## src/rtl/ped_req_pkg.sv

```systemverilog
// Shared types and constants for the pedestrian request controller.
// PED_REQ_LOCKOUT_EN adds the LOCKOUT state to the state enum.
package ped_req_pkg;

  localparam int CNT_W = 8;
  localparam logic [CNT_W-1:0] CNT_SAT = 8'd255;

  typedef enum logic [1:0] {
    ST_IDLE    = 2'd0,
    ST_PENDING = 2'd1,
`ifdef PED_REQ_LOCKOUT_EN
    ST_SERVING = 2'd2,
    ST_LOCKOUT = 2'd3
`else
    ST_SERVING = 2'd2
`endif
  } state_e;

  function automatic logic [CNT_W-1:0] sat_inc(input logic [CNT_W-1:0] v);
    return (v == CNT_SAT) ? v : v + 1'b1;
  endfunction

endpackage

```

## src/rtl/btn_debounce.sv

```systemverilog
// One push-button: 2-flop synchronizer, stability counter, debounced level
// and a one-cycle pulse on each accepted 0->1 change.
module btn_debounce #(
  parameter int DEBOUNCE_CYCLES = 4
) (
  input  logic clk,
  input  logic reset,
  input  logic btn_i,
  output logic press_o
);

  localparam logic [7:0] CNT_LAST = 8'(DEBOUNCE_CYCLES - 1);

  logic       sync1_q, sync2_q;
  logic       level_q, level_d;
  logic       press_q, press_d;
  logic [7:0] cnt_q, cnt_d;

  // The flip happens on the edge that sees the DEBOUNCE_CYCLES-th differing sample.
  always_comb begin
    cnt_d   = cnt_q;
    level_d = level_q;
    press_d = 1'b0;
    if (sync2_q == level_q) begin
      cnt_d = '0;
    end else if (cnt_q == CNT_LAST) begin
      cnt_d   = '0;
      level_d = sync2_q;
      press_d = sync2_q;
    end else begin
      cnt_d = cnt_q + 8'd1;
    end
  end

  always_ff @(posedge clk or negedge reset) begin
    if (!reset) begin
      sync1_q <= 1'b0;
      sync2_q <= 1'b0;
      level_q <= 1'b0;
      press_q <= 1'b0;
      cnt_q   <= '0;
    end else begin
      sync1_q <= btn_i;
      sync2_q <= sync1_q;
      level_q <= level_d;
      press_q <= press_d;
      cnt_q   <= cnt_d;
    end
  end

  assign press_o = press_q;

endmodule

```

## src/rtl/ped_request_ctrl.sv

```systemverilog
// Debounces two curb push-buttons into a single walk request that is cleared
// by the crosswalk lamps. PED_REQ_LOCKOUT_EN adds a post-walk press lockout.
module ped_request_ctrl
  import ped_req_pkg::*;
#(
  parameter int DEBOUNCE_CYCLES = 4,
  parameter int LOCKOUT_CYCLES  = 8
) (
  input  logic             clk,
  input  logic             reset,
  input  logic             btn_a,
  input  logic             btn_b,
  input  logic             green_walk,
  input  logic             red_hand,
  output logic             walk_req,
  output logic             wait_lamp,
  output logic [CNT_W-1:0] press_count
);

  if (DEBOUNCE_CYCLES < 2 || DEBOUNCE_CYCLES > 255) begin : g_bad_debounce
    $error("DEBOUNCE_CYCLES must be in 2..255");
  end
  if (LOCKOUT_CYCLES < 1 || LOCKOUT_CYCLES > 255) begin : g_bad_lockout
    $error("LOCKOUT_CYCLES must be in 1..255");
  end

  logic press_a, press_b, press_any;

  btn_debounce #(.DEBOUNCE_CYCLES(DEBOUNCE_CYCLES)) deb_a_inst (
    .clk     (clk),
    .reset   (reset),
    .btn_i   (btn_a),
    .press_o (press_a)
  );

  btn_debounce #(.DEBOUNCE_CYCLES(DEBOUNCE_CYCLES)) deb_b_inst (
    .clk     (clk),
    .reset   (reset),
    .btn_i   (btn_b),
    .press_o (press_b)
  );

  assign press_any = press_a | press_b;

  state_e           state_q, state_d;
  logic [CNT_W-1:0] count_q, count_d;
  logic             walk_req_q, walk_req_d;
  logic             wait_lamp_q, wait_lamp_d;

`ifdef PED_REQ_LOCKOUT_EN
  localparam logic [7:0] LOCK_LAST = 8'(LOCKOUT_CYCLES - 1);
  logic [7:0] lock_q, lock_d;
`endif

  always_comb begin
    state_d = state_q;
    count_d = count_q;
`ifdef PED_REQ_LOCKOUT_EN
    lock_d  = lock_q;
`endif
    case (state_q)
      ST_IDLE: begin
        if (press_any && !green_walk) begin
          state_d = ST_PENDING;
          count_d = sat_inc(count_q);
        end
      end
      ST_PENDING: begin
        if (green_walk) state_d = ST_SERVING;
      end
      ST_SERVING: begin
        if (!green_walk && red_hand) begin
`ifdef PED_REQ_LOCKOUT_EN
          state_d = ST_LOCKOUT;
          lock_d  = LOCK_LAST;
`else
          state_d = ST_IDLE;
`endif
        end
      end
`ifdef PED_REQ_LOCKOUT_EN
      // Presses seen here are dropped outright; the button must re-arm first.
      ST_LOCKOUT: begin
        if (lock_q == 8'd0) state_d = ST_IDLE;
        else                lock_d  = lock_q - 8'd1;
      end
`endif
      default: state_d = ST_IDLE;
    endcase
    walk_req_d  = (state_d == ST_PENDING);
    wait_lamp_d = (state_d == ST_PENDING) || (state_d == ST_SERVING);
  end

  always_ff @(posedge clk or negedge reset) begin
    if (!reset) begin
      state_q     <= ST_IDLE;
      count_q     <= '0;
      walk_req_q  <= 1'b0;
      wait_lamp_q <= 1'b0;
    end else begin
      state_q     <= state_d;
      count_q     <= count_d;
      walk_req_q  <= walk_req_d;
      wait_lamp_q <= wait_lamp_d;
    end
  end

`ifdef PED_REQ_LOCKOUT_EN
  always_ff @(posedge clk or negedge reset) begin
    if (!reset) lock_q <= '0;
    else        lock_q <= lock_d;
  end
`endif

  assign walk_req    = walk_req_q;
  assign wait_lamp   = wait_lamp_q;
  assign press_count = count_q;

endmodule

```

## config.mk

```make
export PLATFORM = sky130hd
export DESIGN_NAME = ped_request_ctrl
export DESIGN_NICKNAME = d
export VERILOG_FILES = /design/src/rtl/ped_req_pkg.sv /design/src/rtl/btn_debounce.sv /design/src/rtl/ped_request_ctrl.sv
export SDC_FILE = /design/constraint.sdc
export NUM_CORES = 1
export LEC_CHECK = 0
export CORE_UTILIZATION = 58
export CTS_BUF_LIST = sky130_fd_sc_hd__clkbuf_8
export CTS_CLUSTER_SIZE = 40
export DETAILED_ROUTE_END_ITERATION = 16
export HOLD_SLACK_MARGIN = 0.12
export PLACE_DENSITY = 0.81
export SLEW_MARGIN = 20
export SYNTH_ARGS = -nofsm -noshare
export SYNTH_HDL_FRONTEND = slang
export SYNTH_SLANG_ARGS = --single-unit
```

## constraint.sdc

```tcl
create_clock -name clk -period 1.9 [get_ports clk]
set_input_delay 0.19 -clock clk [delete_from_list [all_inputs] [get_ports clk]]
set_output_delay 0.19 -clock clk [all_outputs]
set_load 0.005 [all_outputs]
```

==> metrics.cfg, run 1 <==
[sta]
fin_crit_ns = 1.62
finalCritPeriodShare_pct = 85.0
hold_viol = 0
timing.fmax_mhz = 619
maxSlewViolCount = 0
skew_ns = 0.00888
whs_ns = 0.312
setup_viol = 0
worstMarginPinSlew_ns = 0.444
rsz0062_at_grt = false
tns_ns = 0
max-slew-margin-rel_pct = 70.4

[grt]
grt_pass1_wl_mm = 3.95
antenna_found_initial = 0
grt_usage_pct = 19.6
grt_max_degree = 37
gr-total-overflow = 0
grt_pass1_vias = 932

[clock_network]
cts_hold_buf = 0
htree_levels = 2
cts_buffers = 5
clkSlewWorstSetupHoldPaths_ns = 0.07
insertion_delay_ns = 0.28
clockBufferDepth = 2
cts_root_buf = clkbuf_8
cts_tree = built
cts_resized = 0
postCtsSetupBuffers = 0
clock_sinks = 36

[run]
maxCapViolCount = 0

[power_and_ir_drop]
sw_frac_of_total_pct = 30.1
fin_total_pwr_mw = 2.06
p_comb_share_pct = 21.3
peakVddDrop_uv = 957
seqPwrFrac_pct = 50.7
p_int_mw = 1.44
p_sw_mw = 0.619
pwr-share-clk_pct = 28.0
p_leak_nw = 0.900
power.density_mw_per_mm2 = 1090

[synth]
synth.top_cell.area_share_pct = 56.8
yosysTopAreaCell = dfrtp_1
postSynthCellCount = 135
ys_ff_latch = 36
synthTopCellsByArea = dfrtp_1 57%, xor2_1 6.1%, nand3_1 4.7%
synth.avg_cell_area_um2 = 11.7
yosys_warnings = 0
ys_types = 27
synth_nets = 145
ys_seq_area_share_pct = 56.8
synth_area_mm2 = 0.00159

[placement]
dp_hpwl_mm = 1.73
numPortBuffers = 15
finalWeightedCongestion = 0.801

[finish]
diodes = 0
fillers = 174
layout-drive-gt1-share_pct = 10.1
area_delta_synth_final_pct = 18.9
final_util_pct = 74.7
layout.nets = 169

[die]
fp.dieH_um = 54.3
placementRows = 18
die_w_um = 54.3
start_util_pct = 62.8
coreArea_mm2 = 0.00252
die-area_mm2 = 0.00295
ios = 16

[routing]
routed_via_density = 5.42
drc = 0
ant_nets = 0
first_iter_violations = 9
vias = 1024
drt_wl_total_mm = 2.55
wl_per_cell_um = 13.5
first_pass_iters = 4

[critical_path]
crit_path_end_kind = flip-flop
cp_cell_sequence = ha_1, nand3_1, nand2b_1, nand2_2, mux2_2
critPathKind = flip-flop to flip-flop
max_stage_delay_ns = 0.45
cp_slowest_cell = dfrtp_1
crit_start = press_count[0]$_DFFE_PN0P_
crit_arrival_ns = 1.79
r2r-start = press_count[0]$_DFFE_PN0P_
critPathLaunchType = flip-flop
cp_max_fo = 5
worstPathRequired_ns = 2.07

[min_path]
holdCritPathClass = input port to async pin

[run_status]
status = finished clean

kinds of logic (layout without fill, tap and decap cells):
logic type	after synthesis	after routing	synth area share [%]
adder cells (fa/ha/maj)	4	4	3.16
AND/OR/NAND/NOR	61	61	22.8
XOR/XNOR	17	17	9.39
buffers and inverters	5	29	1.18
multiplexers	6	6	4.18
AO/OA/AOI/OAI	6	6	2.45
flip-flops	36	36	56.8
registers in the layout, summed over array words and instances (netlist names), 2 cells and up:
name,cells
press_count,8
deb_b_inst.cnt_q,8
deb_a_inst.cnt_q,8
state_q,2
area by class of cell:
type	instances	area, um^2	area share [%]
clock buffer	7	96.3	5.11
inverter	5	18.8	0.996
multi-input combinational	94	666	35.3
sequential	36	901	47.8
tap	30	37.5	1.99
timing repair buffer	17	165	8.76
routing by layer:
metal	vias to the layer above	global-route usage [%]	routed length (um)
met1	482	25.0	1230
met4	0	11.1	61
met2	24	30.1	1150
li1	510	-	-
met3	8	5.28	102
met5	-	0	0
final timing paths:
path / cells past startpoint / slack (ns) / endpoint
max in group asynchronous: 2 / 1.26 / deb_a_inst.sync1_q$_DFF_PN0_
min reg2reg: 0 / 0.35 / deb_a_inst.sync2_q$_DFF_PN0_
min in group clk: 1 / 0.34 / deb_b_inst.sync1_q$_DFF_PN0_
max: 5 / 0.28 / press_count[1]$_DFFE_PN0P_
min: 2 / 0.31 / press_count[7]$_DFFE_PN0P_
max reg2reg: 5 / 0.28 / press_count[1]$_DFFE_PN0P_
critical path: cells and delay by family, from the launching register on:
| kind | cells | cell delay, ns |
|---|---|---|
| mux | 1 | 0.32 |
| fa+ha+maj | 1 | 0.29 |
| simple gates | 3 | 0.44 |
| flops | 1 | 0.45 |
power groups by stage:
stage / clock network [mW] / logic [mW] / registers (mW)
after detailed placement: 0 / 0.444 / 1.05
after global routing: 0.616 / 0.492 / 1.06
after global placement: 0 / 0.424 / 1.04
final: 0.575 / 0.439 / 1.04
after floorplan: 0 / 0.284 / 1.03
after CTS: 0.592 / 0.448 / 1.04
cells in the mapped netlist:
cell      count
o21ai_0       1
mux2i_1       1
nor4b_1       2
nand3_1      15
nand4b_4      1
o21a_1        2
a21oi_1       1
xor2_1       11
and4_1        1
or2b_1        1
nor3b_1       2
a31oi_1       1
nand2b_1      3
and3_1        5
ha_1          4
mux2_1        2
xnor2_1       6
nor4_4        2
mux2_2        3
nand4_1       2
nand2_1       4
dfrtp_1      36
nor3_1        4
a21boi_0      1
nand2_2       1
inv_1         5
nor2_1       18
cell usage in the layout, fill, tap and decap left out, drive strengths merged, types with 5 or more instances in the layout:
cell type	Yosys	final
dfrtp	36	36
nor2	18	18
nand3	15	15
clkdlybuf4s50	0	15
xor2	11	11
clkbuf	0	7
xnor2	6	6
inv	5	5
and3	5	5
nand2	5	5
mux2	5	5
per-stage QoR:
| stage | setup slack, ns | instances | cell area [um^2] |
|---|---|---|---|
| after global routing | 0.202 | 189 | 1880 |
| after detailed placement | 0.161 | 182 | 1790 |
| after global placement | 0.213 | 182 | 1790 |
| after floorplan | 0.420 | 135 | 1590 |
| final | 0.285 | 189 | 1880 |
| after CTS | 0.283 | 189 | 1880 |
Note: power is estimated with default switching activity, not from simulation.
==> inputs of run 2 (changes only) <==
--- a/config.mk
+++ b/config.mk
@@ -5,13 +5,15 @@
 export SDC_FILE = /design/constraint.sdc
 export NUM_CORES = 1
 export LEC_CHECK = 0
-export CORE_UTILIZATION = 58
+export ABC_AREA = 1
+export CORE_UTILIZATION = 59
 export CTS_BUF_LIST = sky130_fd_sc_hd__clkbuf_8
 export CTS_CLUSTER_SIZE = 40
 export DETAILED_ROUTE_END_ITERATION = 16
 export HOLD_SLACK_MARGIN = 0.12
-export PLACE_DENSITY = 0.81
+export PLACE_DENSITY = 0.82
 export SLEW_MARGIN = 20
 export SYNTH_ARGS = -nofsm -noshare
 export SYNTH_HDL_FRONTEND = slang
 export SYNTH_SLANG_ARGS = --single-unit
+export TNS_END_PERCENT = 1
==> constraint.sdc (replaced) <==
create_clock -name clk -period 1.7 [get_ports clk]
set_input_delay 0.17 -clock clk [delete_from_list [all_inputs] [get_ports clk]]
set_output_delay 0.17 -clock clk [all_outputs]
set_load 0.005 [all_outputs]
==> metrics.cfg, run 2 <==
[die]
coreArea_mm2 = 0.00276  ; +9.3%
fp.dieH_um = 56.1  ; +3.3%
ios = 16  ; unchanged
start_util_pct = 62.5  ; -0.32 points
placementRows = 19  ; +1
die_w_um = 56.1  ; +3.3%
die-area_mm2 = 0.00314  ; +6.7%

[critical_path]
cp_cell_sequence = clkdlybuf4s50_1
r2r-start = press_count[0]$_DFFE_PN0P_
cp_slowest_cell = clkdlybuf4s50_1
crit_family = buffers and inverters
critPathLaunchType = flip-flop
worst-path-buf-inv = 1  ; +1
cp_max_fo = 5  ; unchanged
crit_arrival_ns = 1.28  ; -0.51 ns
max_stage_delay_ns = 0.54  ; +0.09 ns
critPathKind = flip-flop to output pin
crit_start = press_count[2]$_DFFE_PN0P_
worstPathRequired_ns = 1.53  ; -0.54 ns
crit_path_end_kind = output pin

[finish]
design_area_mm2 = 0.00201  ; +6.8%
layout_commonest_cell = nand2_1
final_cell_mix = 59 x nand2_1, 36 x dfrtp_1, 30 x nor2_1
diodes = 0  ; unchanged
area_delta_synth_final_pct = 16.8
layout-drive-gt1-share_pct = 11.2  ; +1.1 points
final_cells = 255  ; +35%
layout.nets = 233  ; +38%
fillers = 199  ; +14%

[synth]
synthTopCellsByArea = dfrtp_1 52%, nand2_1 13%, nor2_1 6.5%
synth_area_mm2 = 0.00172  ; +8.8%
synth.top_cell.area_share_pct = 52.2  ; -4.6 points
synth_nets = 210  ; +45%
yosysTopAreaCell = dfrtp_1
ys_types = 23  ; -15%
yosysMostFrequentCell = nand2_1
postSynthCellCount = 200  ; +48%
synth.avg_cell_area_um2 = 8.62  ; -27%
yosys_warnings = 0  ; unchanged
async_flop_share_pct = 100  ; unchanged
synth_edf_count = 0  ; unchanged
ys_seq_area_share_pct = 52.2  ; -4.6 points
synth_ff_type = dfrtp_1
synth_common_cells = 59 x nand2_1, 36 x dfrtp_1, 30 x nor2_1
ys_ff_latch = 36  ; unchanged

[power_and_ir_drop]
fin_total_pwr_mw = 2.20  ; +6.9%
peakVddDrop_uv = 983  ; +2.7%
power.density_mw_per_mm2 = 1090  ; about the same
pwr-share-clk_pct = 27.8  ; -0.2 points
p_sw_mw = 0.692  ; +12%
seqPwrFrac_pct = 50.4  ; -0.3 points
p_leak_nw = 1.01  ; +12%
p_comb_share_pct = 21.8  ; +0.5 points
sw_frac_of_total_pct = 31.5  ; +1.4 points
p_int_mw = 1.51  ; +4.8%

[routing]
wl_per_cell_um = 11.8  ; -13%
ant_nets = 0  ; unchanged
drt_wl_total_mm = 3.00  ; +18%
first_pass_iters = 4  ; unchanged
routed_via_density = 5.13  ; -5.4%
first_iter_violations = 58  ; +49
vias = 1307  ; +28%
drc = 0  ; unchanged

[sta]
timing.fmax_mhz = 691
hold_viol = 0  ; unchanged
finalCritPeriodShare_pct = 85.2
max-slew-margin-rel_pct = 70.4  ; about the same
fin_crit_ns = 1.45
rsz0062_at_grt = false
skew_ns = 0.00398  ; -0.00490 ns
tns_ns = 0  ; unchanged
maxSlewViolCount = 0  ; unchanged
setup_viol = 0  ; unchanged
worstMarginPinSlew_ns = 0.444  ; -0.000577 ns

[clock_network]
cts_tree = built
clkSlewWorstSetupHoldPaths_ns = 0.07  ; about the same
cts_root_buf = clkbuf_8
cts_hold_buf = 0  ; unchanged
clock_sinks = 36  ; unchanged
cts_resized = 0  ; unchanged
clockBufferDepth = 2  ; unchanged
postCtsSetupBuffers = 0  ; unchanged
insertion_delay_ns = 0.28  ; about the same
cts_buffers = 5  ; unchanged
htree_levels = 2  ; unchanged

[min_path]
holdCritPathClass = input port to async pin

[grt]
grt_pass1_vias = 1284  ; +38%
antenna_found_initial = 0  ; unchanged
grt_pass1_wl_mm = 5.41  ; +37%
grt_usage_pct = 22.1  ; +2.5 points
gr-total-overflow = 0  ; unchanged
grt_max_degree = 37  ; unchanged

[placement]
placedInstanceArea_mm2 = 0.00192  ; +7.4%
dp_hpwl_mm = 2.23  ; +29%
numPortBuffers = 15  ; unchanged
placed_cells = 247  ; +36%
finalWeightedCongestion = 0.816  ; +1.9%

[run_status]
status = finished clean

[run]
maxCapViolCount = 0  ; unchanged

run 2: power by group through the flow:
stage	Sequential, mW	Combinational (mW)	Clock (mW)
6_report	1.11	0.480	0.611
5_1_grt	1.12	0.558	0.649
4_1_cts	1.11	0.486	0.628
3_5_place_dp	1.12	0.480	0
3_3_place_gp	1.11	0.457	0
2_1_floorplan	1.10	0.309	0
run 2: layout make-up:
cell class                 count  area, um^2  area share [%]
tap                           31        38.8            1.93
clock inverter                 2        10.0           0.497
clock buffer                   6        82.6            4.10
sequential                    36         901            44.7
inverter                      24        90.1            4.47
timing repair buffer          16         158            7.83
multi-input combinational    140         733            36.4
run 2: metrics by stage:
| stage | setup WS (ns) | utilization [%] | hold WS, ns |
|---|---|---|---|
| after floorplan | 0.463 | - | -0.126 |
| after global placement | 0.372 | 69.6 | 0.332 |
| after detailed placement | 0.344 | 69.6 | 0.336 |
| after CTS | 0.245 | 73.0 | 0.305 |
| after global routing | 0.209 | 73.0 | 0.333 |
| final | 0.252 | 73.0 | 0.299 |
run 2: path summary, 6_finish.rpt:
kind / endpoint / slack, ns / cells after the start
worst max register to register: press_count[4]$_DFFE_PN0P_ / 0.34 / 8
worst min-delay path: press_count[3]$_DFFE_PN0P_ / 0.30 / 2
max in group asynchronous: deb_a_inst.cnt_q[2]$_DFF_PN0_ / 1.09 / 2
min in group clk: deb_a_inst.sync1_q$_DFF_PN0_ / 0.32 / 1
worst max-delay path: press_count[2] / 0.25 / 1
worst min register to register: deb_b_inst.sync2_q$_DFF_PN0_ / 0.35 / 0
run 2: per-layer routing:
| metal | vias up | global-route usage (%) | part of all wire (%) |
|---|---|---|---|
| met5 | - | 0 | 0 |
| met4 | 0 | 5.92 | 0.83 |
| met3 | 3 | 6.05 | 3.7 |
| met2 | 25 | 37.6 | 49 |
| met1 | 608 | 27.8 | 46 |
| li1 | 671 | - | - |
run 2: cells by family (layout without fill, tap and decap cells):
family,after synthesis,count (layout),synth area share (%)
adders and majority gates,4,4,2.90
and+or+nand+nor,121,121,32.8
DFF,36,36,52.2
AOI/OAI and AO/OA,8,8,3.27
xor gates and xnor gates,7,7,3.56
buffers and inverters,24,48,5.22
==> inputs of run 3 (changes only) <==
--- a/config.mk
+++ b/config.mk
@@ -5,13 +5,15 @@
 export SDC_FILE = /design/constraint.sdc
 export NUM_CORES = 1
 export LEC_CHECK = 0
-export ABC_AREA = 1
-export CORE_UTILIZATION = 59
+export CELL_PAD_IN_SITES_DETAIL_PLACEMENT = 1
+export CELL_PAD_IN_SITES_GLOBAL_PLACEMENT = 2
+export CORE_UTILIZATION = 39
 export CTS_BUF_LIST = sky130_fd_sc_hd__clkbuf_8
+export CTS_CLUSTER_DIAMETER = 60
 export CTS_CLUSTER_SIZE = 40
 export DETAILED_ROUTE_END_ITERATION = 16
 export HOLD_SLACK_MARGIN = 0.12
-export PLACE_DENSITY = 0.82
+export PLACE_DENSITY = 0.81
 export SLEW_MARGIN = 20
 export SYNTH_ARGS = -nofsm -noshare
 export SYNTH_HDL_FRONTEND = slang
==> metrics.cfg, run 3 (synthesis gave the netlist of run 1 again) <==
[run_status]
status = finished clean

[clock_network]
cts_tree = built
clock_sinks = 36  ; unchanged
cts_hold_buf = 0  ; unchanged
clkSlewWorstSetupHoldPaths_ns = 0.07  ; about the same
cts_root_buf = clkbuf_8
htree_levels = 2  ; unchanged
cts_resized = 0  ; unchanged
cts_buffers = 5  ; unchanged
clockBufferDepth = 2  ; unchanged
insertion_delay_ns = 0.28  ; about the same
postCtsSetupBuffers = 0  ; unchanged

[sta]
max-slew-margin-rel_pct = 70.3  ; -0.16 points
maxSlewViolCount = 0  ; unchanged
skew_ns = 0.00883  ; +0.00485 ns
finalCritPeriodShare_pct = 88.4  ; +3.2 points
hold_viol = 0  ; unchanged
fin_crit_ns = 1.50  ; +0.0548 ns
fin_ws_ns = 0.197  ; -0.0548 ns
timing.fmax_mhz = 665  ; -3.6%
rsz0062_at_grt = false
tns_ns = 0  ; unchanged
worstMarginPinSlew_ns = 0.446  ; +0.00238 ns
setup_viol = 0  ; unchanged

[grt]
grt_pass1_vias = 1115  ; -13%
grt_usage_pct = 16.3  ; -5.7 points
grt_pass1_wl_mm = 5.13  ; -5.1%
antenna_found_initial = 0  ; unchanged
grt_max_degree = 37  ; unchanged
gr-total-overflow = 0  ; unchanged

[routing]
first_iter_violations = 33  ; -43%
wl_per_cell_um = 13.2  ; +12%
routed_via_density = 5.01  ; -2.2%
drt_wl_total_mm = 2.80  ; -6.6%
drc = 0  ; unchanged
vias = 1063  ; -19%
ant_nets = 0  ; unchanged
first_pass_iters = 2  ; -2

[power_and_ir_drop]
p_leak_nw = 0.921  ; -8.7%
peakVddDrop_uv = 797  ; -19%
power.density_mw_per_mm2 = 1190  ; +8.8%

[finish]
diodes = 0  ; unchanged
seq_area_um2 = 901  ; unchanged
layout_commonest_cell = dfrtp_1
multi_input_area_um2 = 672  ; -8.4%
fillers = 414  ; +110%
final_cell_mix = 36 x dfrtp_1, 18 x nor2_1, 15 x nand3_1, 15 x clkdlybuf4s50_1, 11 x xor2_1
layout-drive-gt1-share_pct = 12.8  ; +1.6 points
area_delta_synth_final_pct = 22.4
layout.nets = 173  ; -26%

[critical_path]
cp_slowest_cell = dfrtp_1
worst-path-buf-inv = 0  ; -1
worstPathRequired_ns = 1.86  ; +0.33 ns
cp_max_fo = 6  ; +1
worst-path-stages = 5  ; +4
crit_family = simple AND/OR/NAND/NOR gates
crit_path_end_kind = flip-flop
rr_worst_depth = 5  ; -3
crit_arrival_ns = 1.66  ; +0.38 ns
critPathKind = flip-flop to flip-flop
cp_cell_sequence = ha_1, nor4b_1, nand2_1, nand2b_1, nor2_1
max_stage_delay_ns = 0.41  ; -0.13 ns
critPathLaunchType = flip-flop

[placement]
numPortBuffers = 15  ; unchanged
pre_cts_slack_ns = 0.0492  ; -0.295 ns
finalWeightedCongestion = 0.794  ; -2.7%
dp_hpwl_mm = 2.00  ; -10%

[die]
fp.dieH_um = 65.8  ; +17%
coreArea_mm2 = 0.00377  ; +37%
die-area_mm2 = 0.00432  ; +38%
ios = 16  ; unchanged
die_w_um = 65.8  ; +17%
placementRows = 22  ; +3
start_util_pct = 42.0  ; -20 points

[run]
maxCapViolCount = 0  ; unchanged

[min_path]
holdCritPathClass = input port to async pin

## run 3: cell count changes in the layout (fill, tap and decap cells not counted), sizes merged, moves of 3 or more
cell,change
and3,+5
buf,+5
inv,-18
mux2,+5
nand2,-57
nand2b,+3
nand3,+8
nor2,-20
o21bai,-4
xnor2,+3
xor2,+7
## run 3: worst reg2reg max path: stages, from the launching register on
cell and delay (ns):
dfrtp_1 0.41, ha_1 0.25, nor4b_1 0.28, nand2_1 0.15
nand2b_1 0.22, nor2_1 0.08
## run 3: path summary, 6_finish.rpt
path                                            endpoint  slack (ns)                           from
hold reg to reg             deb_a_inst.sync2_q$_DFF_PN0_        0.35   deb_a_inst.sync1_q$_DFF_PN0_
min in group clk            deb_b_inst.sync1_q$_DFF_PN0_        0.32                          btn_b
setup reg to reg           deb_a_inst.cnt_q[6]$_DFF_PN0_        0.20  deb_a_inst.cnt_q[0]$_DFF_PN0_
max in group asynchronous  deb_a_inst.cnt_q[1]$_DFF_PN0_        1.07                          reset
hold / removal                press_count[7]$_DFFE_PN0P_        0.31                          reset
setup / recovery           deb_a_inst.cnt_q[6]$_DFF_PN0_        0.20  deb_a_inst.cnt_q[0]$_DFF_PN0_
## run 3: per-stage QoR
step                hold WS, ns  utilization, %  instance area, um^2  instances  power [mW]
finish                    0.306            51.5                 1940        212        2.31
global route              0.324            51.5                 1940        212        2.48
CTS                       0.315            51.3                 1930        212        2.35
detailed placement        0.336            48.8                 1840        204        1.72
global placement          0.334            48.8                 1840        204        1.69
floorplan                -0.126               -                 1590        135        1.47
## run 3: final cells by class
type	instances	area share, %
inverter	5	0.967
clock buffer	6	4.26
clock inverter	2	0.580
sequential	36	46.4
timing repair buffer	21	10.1
tap	48	3.09
multi-input combinational	94	34.6
## run 3: where the power goes
group,internal (mW),leakage [nW],switching [mW]
clock,0.323,0.0486,0.290
combinational,0.286,0.399,0.267
sequential,0.992,0.474,0.146
total,1.60,0.921,0.704
## run 3: routing by layer
layer	global-route usage, %	part of all wire [%]	up-vias
met1	19.7	45	526
li1	-	-	516
met2	26.4	50	17
met3	4.69	3.4	4
met4	8.15	1.7	0
met5	0	0	-
